`src/rtl/template_match_sad.sv`:
```
// template_match_sad: SAD/SSD template matcher that scans a search window of a frame held in SRAM
// Ports: clk, rst (asynchronous, active-low); start/abort control; mode_ssd, early_term, org_x, org_y latched at start;
//        mem_addr/mem_rd/mem_data SRAM read port with one-cycle read latency;
//        busy/done handshake; best_x/best_y/best_score hold the winning offset and its score.
module template_match_sad #(
  parameter int PIX_W = 8,
  parameter int DATA_W = 16,
  parameter int ADDR_W = 20,
  parameter int T_W = 8,
  parameter int T_H = 8,
  parameter int SRCH_W = 16,
  parameter int SRCH_H = 16,
  parameter int IMG_W = 640,
  parameter logic [ADDR_W-1:0] TPL_BASE = '0,
  parameter logic [ADDR_W-1:0] IMG_BASE = ADDR_W'(32'h10000),
  localparam int N = T_W * T_H,
  localparam int ACC_W = 2 * PIX_W + $clog2(N),
  localparam int XW = $clog2(SRCH_W),
  localparam int YW = $clog2(SRCH_H)
) (
  input  logic              clk,
  input  logic              rst,
  input  logic              start,
  input  logic              abort,
  input  logic              mode_ssd,
  input  logic              early_term,
  input  logic [ADDR_W-1:0] org_x,
  input  logic [ADDR_W-1:0] org_y,
  output logic [ADDR_W-1:0] mem_addr,
  output logic              mem_rd,
  input  logic [DATA_W-1:0] mem_data,
  output logic              busy,
  output logic              done,
  output logic [XW-1:0]     best_x,
  output logic [YW-1:0]     best_y,
  output logic [ACC_W-1:0]  best_score
);
  localparam int CW = $clog2(N + 1);
  localparam int IW = $clog2(N);
  typedef enum logic [1:0] {IDLE, LOAD, SEARCH, DONE} state_t;
  state_t state, state_nx;
  logic [CW-1:0] cnt;
  logic [IW-1:0] di;
  logic [PIX_W-1:0] tpl [N];
  logic [PIX_W-1:0] pix, diff;
  logic [2*PIX_W-1:0] dx;
  logic [ACC_W-1:0] acc, sum, bs;
  logic [XW-1:0] cx, bx;
  logic [YW-1:0] cy, by;
  logic [ADDR_W-1:0] ox, oy, row, col;
  logic ssd, et, dv, last_rd, cand_end, upd, last_cand, wrap, unused_hi;
  // Each phase (template load or one candidate) runs cnt = 0..N: reads issue while cnt < N and
  // the data of read cnt-1 arrives in the same cycle, so cnt == N is the last-data/compare cycle.
  always_comb begin
    unused_hi = ^mem_data;
    pix = mem_data[PIX_W-1:0];
    di = IW'(cnt - 1'b1);
    diff = tpl[di] > pix ? tpl[di] - pix : pix - tpl[di];
    dx = {{PIX_W{1'b0}}, diff};
    dv = state == SEARCH && cnt != '0;
    sum = acc + (dv ? (ssd ? ACC_W'(dx * dx) : ACC_W'(diff)) : '0);
    last_rd = cnt == CW'(N);
    // A candidate already at or above the best cannot win; the read issued this cycle is simply
    // ignored because the next candidate starts with cnt = 0, where incoming data is not accumulated.
    cand_end = state == SEARCH && (last_rd || (et && dv && sum >= bs));
    upd = state == SEARCH && last_rd && sum < bs;
    wrap = cx == XW'(SRCH_W - 1);
    last_cand = wrap && cy == YW'(SRCH_H - 1);
    row = oy + ADDR_W'(cy) + ADDR_W'(cnt / CW'(T_W));
    col = ox + ADDR_W'(cx) + ADDR_W'(cnt % CW'(T_W));
    busy = state == LOAD || state == SEARCH;
    done = state == DONE;
    mem_rd = busy && !last_rd;
    mem_addr = !mem_rd ? '0 : state == LOAD ? TPL_BASE + ADDR_W'(cnt) : IMG_BASE + row * ADDR_W'(IMG_W) + col;
    state_nx = abort ? IDLE :
               state == IDLE ? (start ? LOAD : IDLE) :
               state == LOAD ? (last_rd ? SEARCH : LOAD) :
               state == SEARCH ? (cand_end && last_cand ? DONE : SEARCH) : IDLE;
  end
  always_ff @(posedge clk or negedge rst)
    if (!rst) state <= IDLE;
    else state <= state_nx;
  always_ff @(posedge clk)
    if (state == LOAD && cnt != '0) tpl[di] <= pix;
  // Working best (bx/by/bs) is kept apart from the outputs so results stay stable until the next match ends.
  always_ff @(posedge clk or negedge rst) begin
    if (!rst) begin
      cnt <= '0;
      acc <= '0;
      bs <= '0;
      cx <= '0;
      cy <= '0;
      bx <= '0;
      by <= '0;
      ox <= '0;
      oy <= '0;
      ssd <= 1'b0;
      et <= 1'b0;
      best_x <= '0;
      best_y <= '0;
      best_score <= '0;
    end else if (abort) begin
      cnt <= '0;
    end else if (state == IDLE && start) begin
      cnt <= '0;
      acc <= '0;
      bs <= '1;
      cx <= '0;
      cy <= '0;
      bx <= '0;
      by <= '0;
      ox <= org_x;
      oy <= org_y;
      ssd <= mode_ssd;
      et <= early_term;
    end else if (state == LOAD) begin
      cnt <= last_rd ? '0 : cnt + 1'b1;
    end else if (state == SEARCH) begin
      cnt <= cand_end ? '0 : cnt + 1'b1;
      acc <= cand_end ? '0 : sum;
      if (upd) begin
        bs <= sum;
        bx <= cx;
        by <= cy;
      end
      if (cand_end) begin
        cx <= wrap ? '0 : cx + 1'b1;
        cy <= wrap ? cy + 1'b1 : cy;
      end
      if (cand_end && last_cand) begin
        best_x <= upd ? cx : bx;
        best_y <= upd ? cy : by;
        best_score <= upd ? sum : bs;
      end
    end
  end
endmodule

```
`config.mk`:
```
export PLATFORM = sky130hd
export DESIGN_NAME = template_match_sad
export DESIGN_NICKNAME = d
export VERILOG_FILES = /design/src/rtl/template_match_sad.sv
export SDC_FILE = /design/constraint.sdc
export NUM_CORES = 1
export LEC_CHECK = 0
export ABC_AREA = 1
export BUFFER_PORTS_ARGS = -buffer_cell sky130_fd_sc_hd__buf_2
export CORE_MARGIN = 10
export CORE_UTILIZATION = 60
export DETAILED_ROUTE_END_ITERATION = 10
export PLACE_DENSITY = 0.78
export SYNTH_ARGS = -nofsm -noshare
export SYNTH_HDL_FRONTEND = slang
export SYNTH_SLANG_ARGS = --single-unit
```
`constraint.sdc`:
```
create_clock -name clk -period 13.7 [get_ports clk]
set_input_delay 2.74 -clock clk [delete_from_list [all_inputs] [get_ports clk]]
set_output_delay 2.74 -clock clk [all_outputs]
set_load 0.02 [all_outputs]
```
* After elaboration in Yosys (flattened, before gate mapping)
Memory sizes are Yosys's and may differ from the RTL's. Index checks and enable logic that the tools add are counted.
Word-level totals: register bits 141, RAM bits 512, input bits 62, memories 1
Memory list:
- tpl | words 64, bits a word 8, read ports 1, clocked after memory_dff 0, write ports 1, line 44 | logic [PIX_W-1:0] tpl [N];
Operators by class: $add $sub $neg 13, $mul 2, magnitude comparators 3, equality and inequality tests 7, muxes and demuxes 46, bitwise logic cells 3, reduce and logical (&&, ||, !) cells 25
Operators with widths (number):
- $mux W22 | 8
- $mux W4 | 18
- $add A20 B4 Y20 | 3
- $mux W7 | 6
- $mux W20 | 2
- $mux W16 | 2
- $add A22 B16 Y22 | 1
- $ge A22 B22 Y1 | 1
- $lt A22 B22 Y1 | 1
- $add A17 B20 Y20 const A | 1
- $add A20 B20 Y20 | 1
- $add A20 B3 Y20 | 1
- $mul A20 B3 Y13 const B | 1
- $mul A8 B8 Y16 | 1
- $sub A8 B8 Y8 | 2
- $logic_and A1 B1 Y1 | 11
- $mux W2 | 5
- $reduce_and A5 Y1 | 2
- $add A4 B1 Y4 const B | 2
- $eq A4 B4 Y1 const B | 2
- $gt A8 B8 Y1 | 1
- $mux W8 | 1
- $add A7 B1 Y7 const B | 1
- $eq A7 B7 Y1 const B | 1
- 15 further kinds | 24

* Logic depth before layout (Yosys ltp)
Gate-level depths: netlist (run 1). An unclocked memory read counts as a cell.
depth after elaboration 18, depth in mapped cells 75, mapped depth without buffers 68

* Least setup slack after synthesis (run 1)
Ideal clock, no wire load.
kind input -> register, from in mem_data[0], to reg bs[5], library setup time 119 ps, arrival time 10296 ps, data required time 13581 ps, path slack 3285 ps, stages 46, path buffers 1, path through ha_1 > fa_1 > o21ai_2 > nand2_1 > o211ai_2 > nand2_2 > inv_2 > or2_0 > o21ai_1 > inv_2 > nor2_1 > fa_1 > fa_1 > inv_1 > fa_1 > fa_1 > inv_1 > ha_1 > (+10 left out) > nand2_1 > inv_1 > nand2_1 > nor3_1 > nand3_1 > nand3_1 > nand2_1 > and2_1 > ha_1 > a21oi_1 > nand2_1 > a21oi_1 > nand4_1 > clkbuf_1 > nand2_1 > o21ai_0 > o22ai_1 > inv_1
Between the ends: cells in the longest elaborated chain, start to end 12, elaborated cells on any way between the ends 14, those cells by class add/sub: 3; mul: 1; order compare: 2; mux: 7; reduce/logical: 1
RTL lines:
- from (decl) | line 31 | input logic [DATA_W-1:0] mem_data,
- $sub A8 B8 Y8 / $gt A8 B8 Y1 (equally long branches) | line 58 | diff = tpl[di] > pix ? tpl[di] - pix : pix - tpl[di];
- $mux W8 (*) | line 58
- $mul A8 B8 Y16 | line 61 | sum = acc + (dv ? (ssd ? ACC_W'(dx * dx) : ACC_W'(diff)) : '0);
- $mux W16 (*) (2 in series) | line 61
- $add A22 B16 Y22 (*) | line 61
- $lt A22 B22 Y1 | line 66 | upd = state == SEARCH && last_rd && sum < bs;
- $logic_and A1 B1 Y1 | line 66
- $mux W22 (*) | line 121 | if (upd) begin
- $mux W22 (*) | line 118 | end else if (state == SEARCH) begin
- $mux W22 (*) | line 116 | end else if (state == LOAD) begin
- $mux W22 (*) | line 104 | end else if (state == IDLE && start) begin
- to (signal assigned) | line 122 | bs <= sum;
- to (decl) | line 47 | logic [ACC_W-1:0] acc, sum, bs;
Mark *: on every way between the ends. The rest lies on a longest branch, timed or not. The select of a mux whose other input is x is not followed. A chain may end at the register's enable or synchronous reset.

* Final worst setup path (run 1)
from reg cnt[0], to reg best_score[6]
Between the ends: cells in the longest elaborated chain, start to end 14, elaborated cells on any way between the ends 24, those cells by class add/sub: 4; mul: 1; order compare: 3; eq/ne: 1; mux: 4; reduce/logical: 10; memory: 1
RTL lines:
- from (decl) | line 42 | logic [CW-1:0] cnt;
- from (signal assigned) | line 117 | cnt <= last_rd ? '0 : cnt + 1'b1;
- from (signal assigned) | line 119 | cnt <= cand_end ? '0 : cnt + 1'b1;
- $sub A6 B1 Y6 | line 57 | di = IW'(cnt - 1'b1);
- $mem_v2 Z64 W8
- $sub A8 B8 Y8 / $gt A8 B8 Y1 (equally long branches) | line 58
- $mux W8 | line 58
- $mul A8 B8 Y16 | line 61
- $mux W16 (2 in series) | line 61
- $add A22 B16 Y22 | line 61
- $ge A22 B22 Y1 | line 65 | cand_end = state == SEARCH && (last_rd || (et && dv && sum >= bs));
- $logic_and A1 B1 Y1 | line 65
- $logic_or A1 B1 Y1 | line 65
- $logic_and A1 B1 Y1 | line 65
- $logic_and A1 B1 Y1 | line 130 | if (cand_end && last_cand) begin
- $reduce_and A5 Y1 (no line)
- to (signal assigned) | line 133 | best_score <= upd ? sum : bs;
- to (decl) | line 36 | output logic [ACC_W-1:0] best_score
Parallel ways exist; a longest one is shown, timed or not.

==> Flow_metrics.wiki, run 1 <==
{| class="wikitable"
! Metric !! Value
|-
| Status || completed
|-
| Share of the synthesized area in the top cell type || 48.0%
|-
| Routed WL per cell || 20.6 microns
|-
| Global-route wire length before repair || 127000 microns
|-
| Vias in the first global route || 23345
|-
| WS Path Type || flip-flop to flip-flop
|-
| Crit end category || flip-flop
|-
| Detail Placement HPWL || 52900 microns
|-
| Seq/Total Area, Yosys || 58.4%
|-
| Clock-pin slew reported for the worst setup and hold paths after clock tree synthesis || 60 ps
|-
| Count of cell types in the netlist || 54
|-
| Highest attainable clock frequency || 78.3 MHz
|-
| Fin Setup TNS || 0 ps
|-
| Core footprint || 52800 sq um
|-
| Required time at the endpoint of the critical path || 14200 ps
|-
| Buffer type at the clock tree root || sky130_fd_sc_hd__clkbuf_16
|-
| Share of layout cells above drive strength 1 || 9.96%
|-
| Leading cell type in the layout, fill and taps excluded || sky130_fd_sc_hd__nand2_1
|-
| Maximum number of pins on one net before global-route repair || 72
|-
| TritonCTS buffer count || 68
|-
| Starting utilization of the core area || 60.8%
|-
| # nets final || 3507
|-
| Number of synthesized register bits || 646
|-
| Endpoints failing hold || 0
|-
| Dominant cell type by area after synthesis || sky130_fd_sc_hd__edfxtp_1
|-
| Setup Fix Bufs, Post-CTS || 0
|-
| Fin Clk Skew || 34.9 ps
|-
| Die Outline Area || 63100 sq um
|-
| Vias post-DR || 23820
|-
| Largest stage delay on the critical path || 540 ps
|-
| Min Clock Period, post-route || 12760 ps
|-
| Slew @ Worst Pin || 1110 ps
|-
| Gate family responsible for the most delay along the worst path || simple AND/OR/NAND/NOR gates
|-
| Worst R2R Start || cnt[0]
|-
| Area Overhead vs Synth || 10.2%
|-
| Post-Syn Nets || 3406
|-
| Number of detailed-route iterations in the first pass || 6
|-
| FFs w/ async S/R, synth || 20.7%
|-
| Type of the tightest min-delay check || flip-flop to flip-flop
|-
| Yosys synthesis warning count || 0
|-
| Top-level port count || 115
|-
| Main area contributors after synthesis || sky130_fd_sc_hd__edfxtp_1, sky130_fd_sc_hd__nand2_1, sky130_fd_sc_hd__dfrtp_1
|-
| Arrival time at the worst endpoint || 13260 ps
|-
| TritonCTS sink count || 646
|-
| Width of the die || 251 microns
|-
| Number of cells produced by synthesis || 3161
|-
| Startpoint of the lowest-slack hold path || best_score[9]
|-
| Max-slew violation count || 0
|-
| Std cell rows || 84
|-
| Last weighted congestion value of the routability-driven placer || 0.909
|-
| Total DRC errors in the routed layout || 0
|-
| Number of enable flip-flop cells after synthesis || 512
|-
| Critical Path Fanout Max || 56
|-
| RSZ-0062 raised after global routing || no
|-
| Average cell area after synthesis || 10.1 sq um
|-
| Level count of the clock H-tree || 3
|-
| Global Route Usage Sum || 25.6%
|-
| Die Height || 251 microns
|-
| Clock latency on the worst-skew pair || 640 ps
|-
| Most used DFF post-synth || sky130_fd_sc_hd__edfxtp_1
|-
| Startpoint class of the critical path || flip-flop
|-
| Number of max-cap violations || 0
|-
| Number of DRC markers in iteration 0 || 2336
|-
| Combined buffer and inverter count along the critical path || 12
|-
| Master of the slowest instance on the critical path || sky130_fd_sc_hd__fa_1
|-
| Relative slew margins || 26.0%
|-
| Number of nets with antenna violations after routing || 0
|-
| Post-Syn Area || 32100 sq um
|-
| I/O Buffers || 99
|-
| Number of antenna diodes || 0
|-
| Final cycle utilization of the critical path || 93.2%
|-
| Initial antenna violation count || 0
|-
| Number of endpoints failing setup at the final stage || 0
|-
| Launching element of the worst setup path || cnt[0]
|-
| Commonest cells after routing, fill and taps aside || sky130_fd_sc_hd__nand2_1, sky130_fd_sc_hd__edfxtp_1, sky130_fd_sc_hd__nor2_1, sky130_fd_sc_hd__inv_1, sky130_fd_sc_hd__a21oi_1
|-
| TritonCTS clock tree || yes
|-
| CTS Buffer Depth || 3
|-
| Via-to-Cell Ratio || 5.95
|-
| Cell seen most often among critical-path stages || sky130_fd_sc_hd__nand2_1
|-
| Final global-route overflow total || 0
|-
| Total Routed Length || 82300 microns
|}
-- sequential cells by signal, summed over array words and instances (netlist names), 7 cells and up --
signal,count
acc,22
best_score,22
bs,22
cnt,7
ox,20
oy,13
tpl,512
-- final timing paths --
| path | to | slack, ps | depth (start not counted) |
|---|---|---|---|
| worst max-delay path | best_score[6] | 940 | 61 |
| worst min-delay path | best_score[9] | 480 | 2 |
| worst max register to register | best_score[6] | 940 | 61 |
| worst min register to register | best_score[9] | 480 | 2 |
| max in group asynchronous | oy[2] | 10170 | 2 |
| min in group asynchronous | ox[16] | 2120 | 1 |
-- cells by family after synthesis --
family	after synthesis	synth area share, %
buf+inv	359	4.75
compound gates	449	7.73
mux	26	0.913
simple gates	1449	18.6
xor+xnor	49	1.54
flops	646	58.4
fa+ha+maj	183	8.01
-- synthesized netlist by cell type, drive strengths merged, types with 5 or more instances --
cell    count
inv       266
xor2       34
clkbuf     20
edfxtp    512
mux2       26
nand3     125
nor3       28
and2        5
o211ai      6
or2        12
dfrtp     134
buf        71
o22ai     101
nand4      41
fa         37
nor2      324
xnor2      15
o21bai      6
a21oi     170
o21a        5
o21ai     145
a211oi      5
ha        146
nand2     905
-- metal layers --
layer	up-vias	wire length (microns)	track usage, %
met2	1200	39200	42.3
met4	0	3170	10.4
met5	-	0	0
met3	213	8000	5.59
met1	11450	32000	32.5
li1	10957	-	-
-- what timing repair did --
| action | in CTS | in global routing |
|---|---|---|
| endpoints found under the setup margin | 0 | 28 |
| hold buffers | 0 | 0 |
| gates resized for setup | 0 | 5 |
-- stage by stage --
step           util, %  setup slack [ps]  hold slack, ps  cell area (sq um)  std cells
3_5_place_dp      62.7               977             466              33100       3880
5_1_grt           66.9              98.0             500              35300       4001
6_report          66.9               936             476              35300       4001
2_1_floorplan        -              3280             455              32100       3161
4_1_cts           66.9               870             477              35300       4001
3_3_place_gp      62.7              1260             456              33100       3880
-- area by class of cell --
cell class                 instances  area (sq um)
inverter                         268          1020
sequential                       646         18700
tap                              688           861
fill                            3861         17400
multi-input combinational       2156         11800
clock buffer                      82          1800
clock inverter                    39           433
timing repair buffer             122           674
-- tightest hold or removal path: cells and delay by family, from the launching register on --
family	cells	cell delay, ps
DFF	1	340
and+or+nand+nor	2	110
Power of run 1 is not shown: default switching activity piles up to over one toggle a cycle in this logic, so the estimate is an artifact.
==> run 2: changes to the inputs <==
--- a/config.mk
+++ b/config.mk
@@ -6,7 +6,7 @@
 export NUM_CORES = 1
 export LEC_CHECK = 0
 export ABC_AREA = 1
-export BUFFER_PORTS_ARGS = -buffer_cell sky130_fd_sc_hd__buf_2
+export BUFFER_PORTS_ARGS = -buffer_cell sky130_fd_sc_hd__buf_4
 export CORE_MARGIN = 10
 export CORE_UTILIZATION = 60
 export DETAILED_ROUTE_END_ITERATION = 10
==> Flow_metrics.wiki, run 2 (synthesis results as in run 1) <==
{| class="wikitable"
! Metric !! Value
|-
| Gate family responsible for the most delay along the worst path || simple AND/OR/NAND/NOR gates
|-
| Final global-route overflow total || 0
|-
| Starting utilization of the core area || 60.8%
|-
| Largest stage delay on the critical path || 540 ps
|-
| Highest attainable clock frequency || 78.3 MHz
|-
| # nets final || 3502
|-
| Vias in the first global route || 23082
|-
| Slew @ Worst Pin || 1110 ps
|-
| Die Outline Area || 63100 sq um
|-
| Setup Fix Bufs, Post-CTS || 0
|-
| Startpoint class of the critical path || flip-flop
|-
| WS Path Type || flip-flop to flip-flop
|-
| Final cycle utilization of the critical path || 93.2%
|-
| Number of flip-flops under the largest register name || 512
|-
| Buffer type at the clock tree root || sky130_fd_sc_hd__clkbuf_16
|-
| Area Overhead vs Synth || 10.8%
|-
| Initial antenna violation count || 0
|-
| Clock latency on the worst-skew pair || 620 ps
|-
| Global Route Usage Sum || 25.4%
|-
| Die Height || 251 microns
|-
| Critical Path Fanout Max || 56
|-
| Post-cts repair resize count || 0
|-
| RSZ-0062 raised after global routing || no
|-
| Crit end category || flip-flop
|-
| Most flop-heavy register || tpl
|-
| Max layer used || met4
|-
| I/O Buffers || 99
|-
| Startpoint of the lowest-slack hold path || best_score[8]
|-
| Level count of the clock H-tree || 3
|-
| TritonCTS clock tree || yes
|-
| Number of detailed-route iterations in the first pass || 6
|-
| Status || completed
|-
| Routed wl met3 || 7960 microns
|-
| Routed WL per cell || 20.5 microns
|-
| Global-route wire length before repair || 126000 microns
|-
| CTS Buffer Depth || 3
|-
| Worst R2R Start || cnt[0]
|-
| Min-Delay Path Depth || 2
|-
| Total Routed Length || 82000 microns
|-
| Sink of the worst hold path || best_score[8]
|-
| Std cell rows || 84
|-
| Last weighted congestion value of the routability-driven placer || 0.915
|-
| Via-to-Cell Ratio || 5.95
|-
| Maximum number of pins on one net before global-route repair || 71
|-
| Detail Placement HPWL || 52400 microns
|-
| Post-CTS Hold Fix Bufs || 0
|-
| Worst R2R Path Depth || 64
|-
| Number of antenna diodes || 0
|-
| Core footprint || 52800 sq um
|-
| Number of max-cap violations || 0
|-
| Cell seen most often among critical-path stages || sky130_fd_sc_hd__nand2_1
|-
| Number of endpoints failing setup at the final stage || 0
|-
| Share of layout cells above drive strength 1 || 9.65%
|-
| Leading cell type in the layout, fill and taps excluded || sky130_fd_sc_hd__nand2_1
|-
| Master of the slowest instance on the critical path || sky130_fd_sc_hd__fa_1
|-
| Endpoints failing hold || 0
|-
| Max-slew violation count || 0
|-
| Number of DRC markers in iteration 0 || 2553
|-
| Vias post-DR || 23753
|-
| Fin Setup TNS || 0 ps
|-
| Type of the tightest min-delay check || flip-flop to flip-flop
|-
| Required time at the endpoint of the critical path || 14200 ps
|-
| Clock-pin slew reported for the worst setup and hold paths after clock tree synthesis || 60 ps
|-
| Combined buffer and inverter count along the critical path || 14
|-
| Post-route met1 wirelength || 31900 microns
|-
| Relative slew margins || 26.1%
|-
| Top-level port count || 115
|-
| Capturing point of the worst reg2reg path || best_score[15]
|-
| Worst-case register-to-register setup slack || 930 ps
|-
| TritonCTS sink count || 646
|-
| Depth of the critical timing path with buffers and inverters included || 64
|-
| Min Clock Period, post-route || 12770 ps
|-
| Total of fill cells in the finished design || 3902
|-
| TritonCTS buffer count || 66
|-
| Fin Clk Skew || 18.8 ps
|-
| Width of the die || 251 microns
|-
| Number of nets with antenna violations after routing || 0
|-
| Met2 wire length || 39300 microns
|-
| Arrival time at the worst endpoint || 13260 ps
|-
| Commonest cells after routing, fill and taps aside || sky130_fd_sc_hd__nand2_1, sky130_fd_sc_hd__edfxtp_1, sky130_fd_sc_hd__nor2_1, sky130_fd_sc_hd__inv_1, sky130_fd_sc_hd__a21oi_1
|-
| Total DRC errors in the routed layout || 0
|}
## run 2: per-layer routing
layer	global-route usage, %	up-vias
li1	-	10942
met1	32.6	11363
met2	42.4	1243
met3	5.05	205
met4	9.49	0
met5	0	-
## run 2: metrics by stage
| step | util, % | instance area, sq um | std cells | setup slack (ps) | hold slack, ps |
|---|---|---|---|---|---|
| final | 67.3 | 35500 | 3994 | 933 | 481 |
| after global routing | 67.3 | 35500 | 3994 | 66.0 | 502 |
| after CTS | 67.3 | 35500 | 3994 | 1060 | 483 |
| after detailed placement | 63.1 | 33300 | 3877 | 1150 | 467 |
| after global placement | 63.1 | 33300 | 3877 | 1390 | 463 |
| after floorplan | - | 32100 | 3161 | 3280 | 455 |
## run 2: worst register-to-register path: cells and delay by family, from the launching register on
family	cells	cell delay, ps
AOI/OAI and AO/OA	9	1450
adders and majority gates	9	3570
buffers and inverters	14	2720
DFF	1	430
and+or+nand+nor	32	4520
## run 2: cell type report
| class | instances | area (sq um) | area share (%) |
|---|---|---|---|
| clock inverters | 34 | 447 | 1.26 |
| flip-flops and latches | 646 | 18700 | 52.7 |
| well taps | 688 | 861 | 2.42 |
| inverters | 268 | 1010 | 2.85 |
| clock buffers | 83 | 1760 | 4.95 |
| repair buffers | 119 | 897 | 2.53 |
| multi-input cells | 2156 | 11800 | 33.3 |
## run 2: worst max path at each step
stage | start | end
2_1_floorplan | mem_data[0] | bs[5]
3_3_place_gp | cnt[0] | best_score[2]
3_5_place_dp | cnt[0] | best_score[13]
4_1_cts | cnt[0] | best_score[15]
5_1_grt | cnt[0] | best_score[3]
6_report | cnt[0] | best_score[15]
Power of run 2 is left out for the same reason.
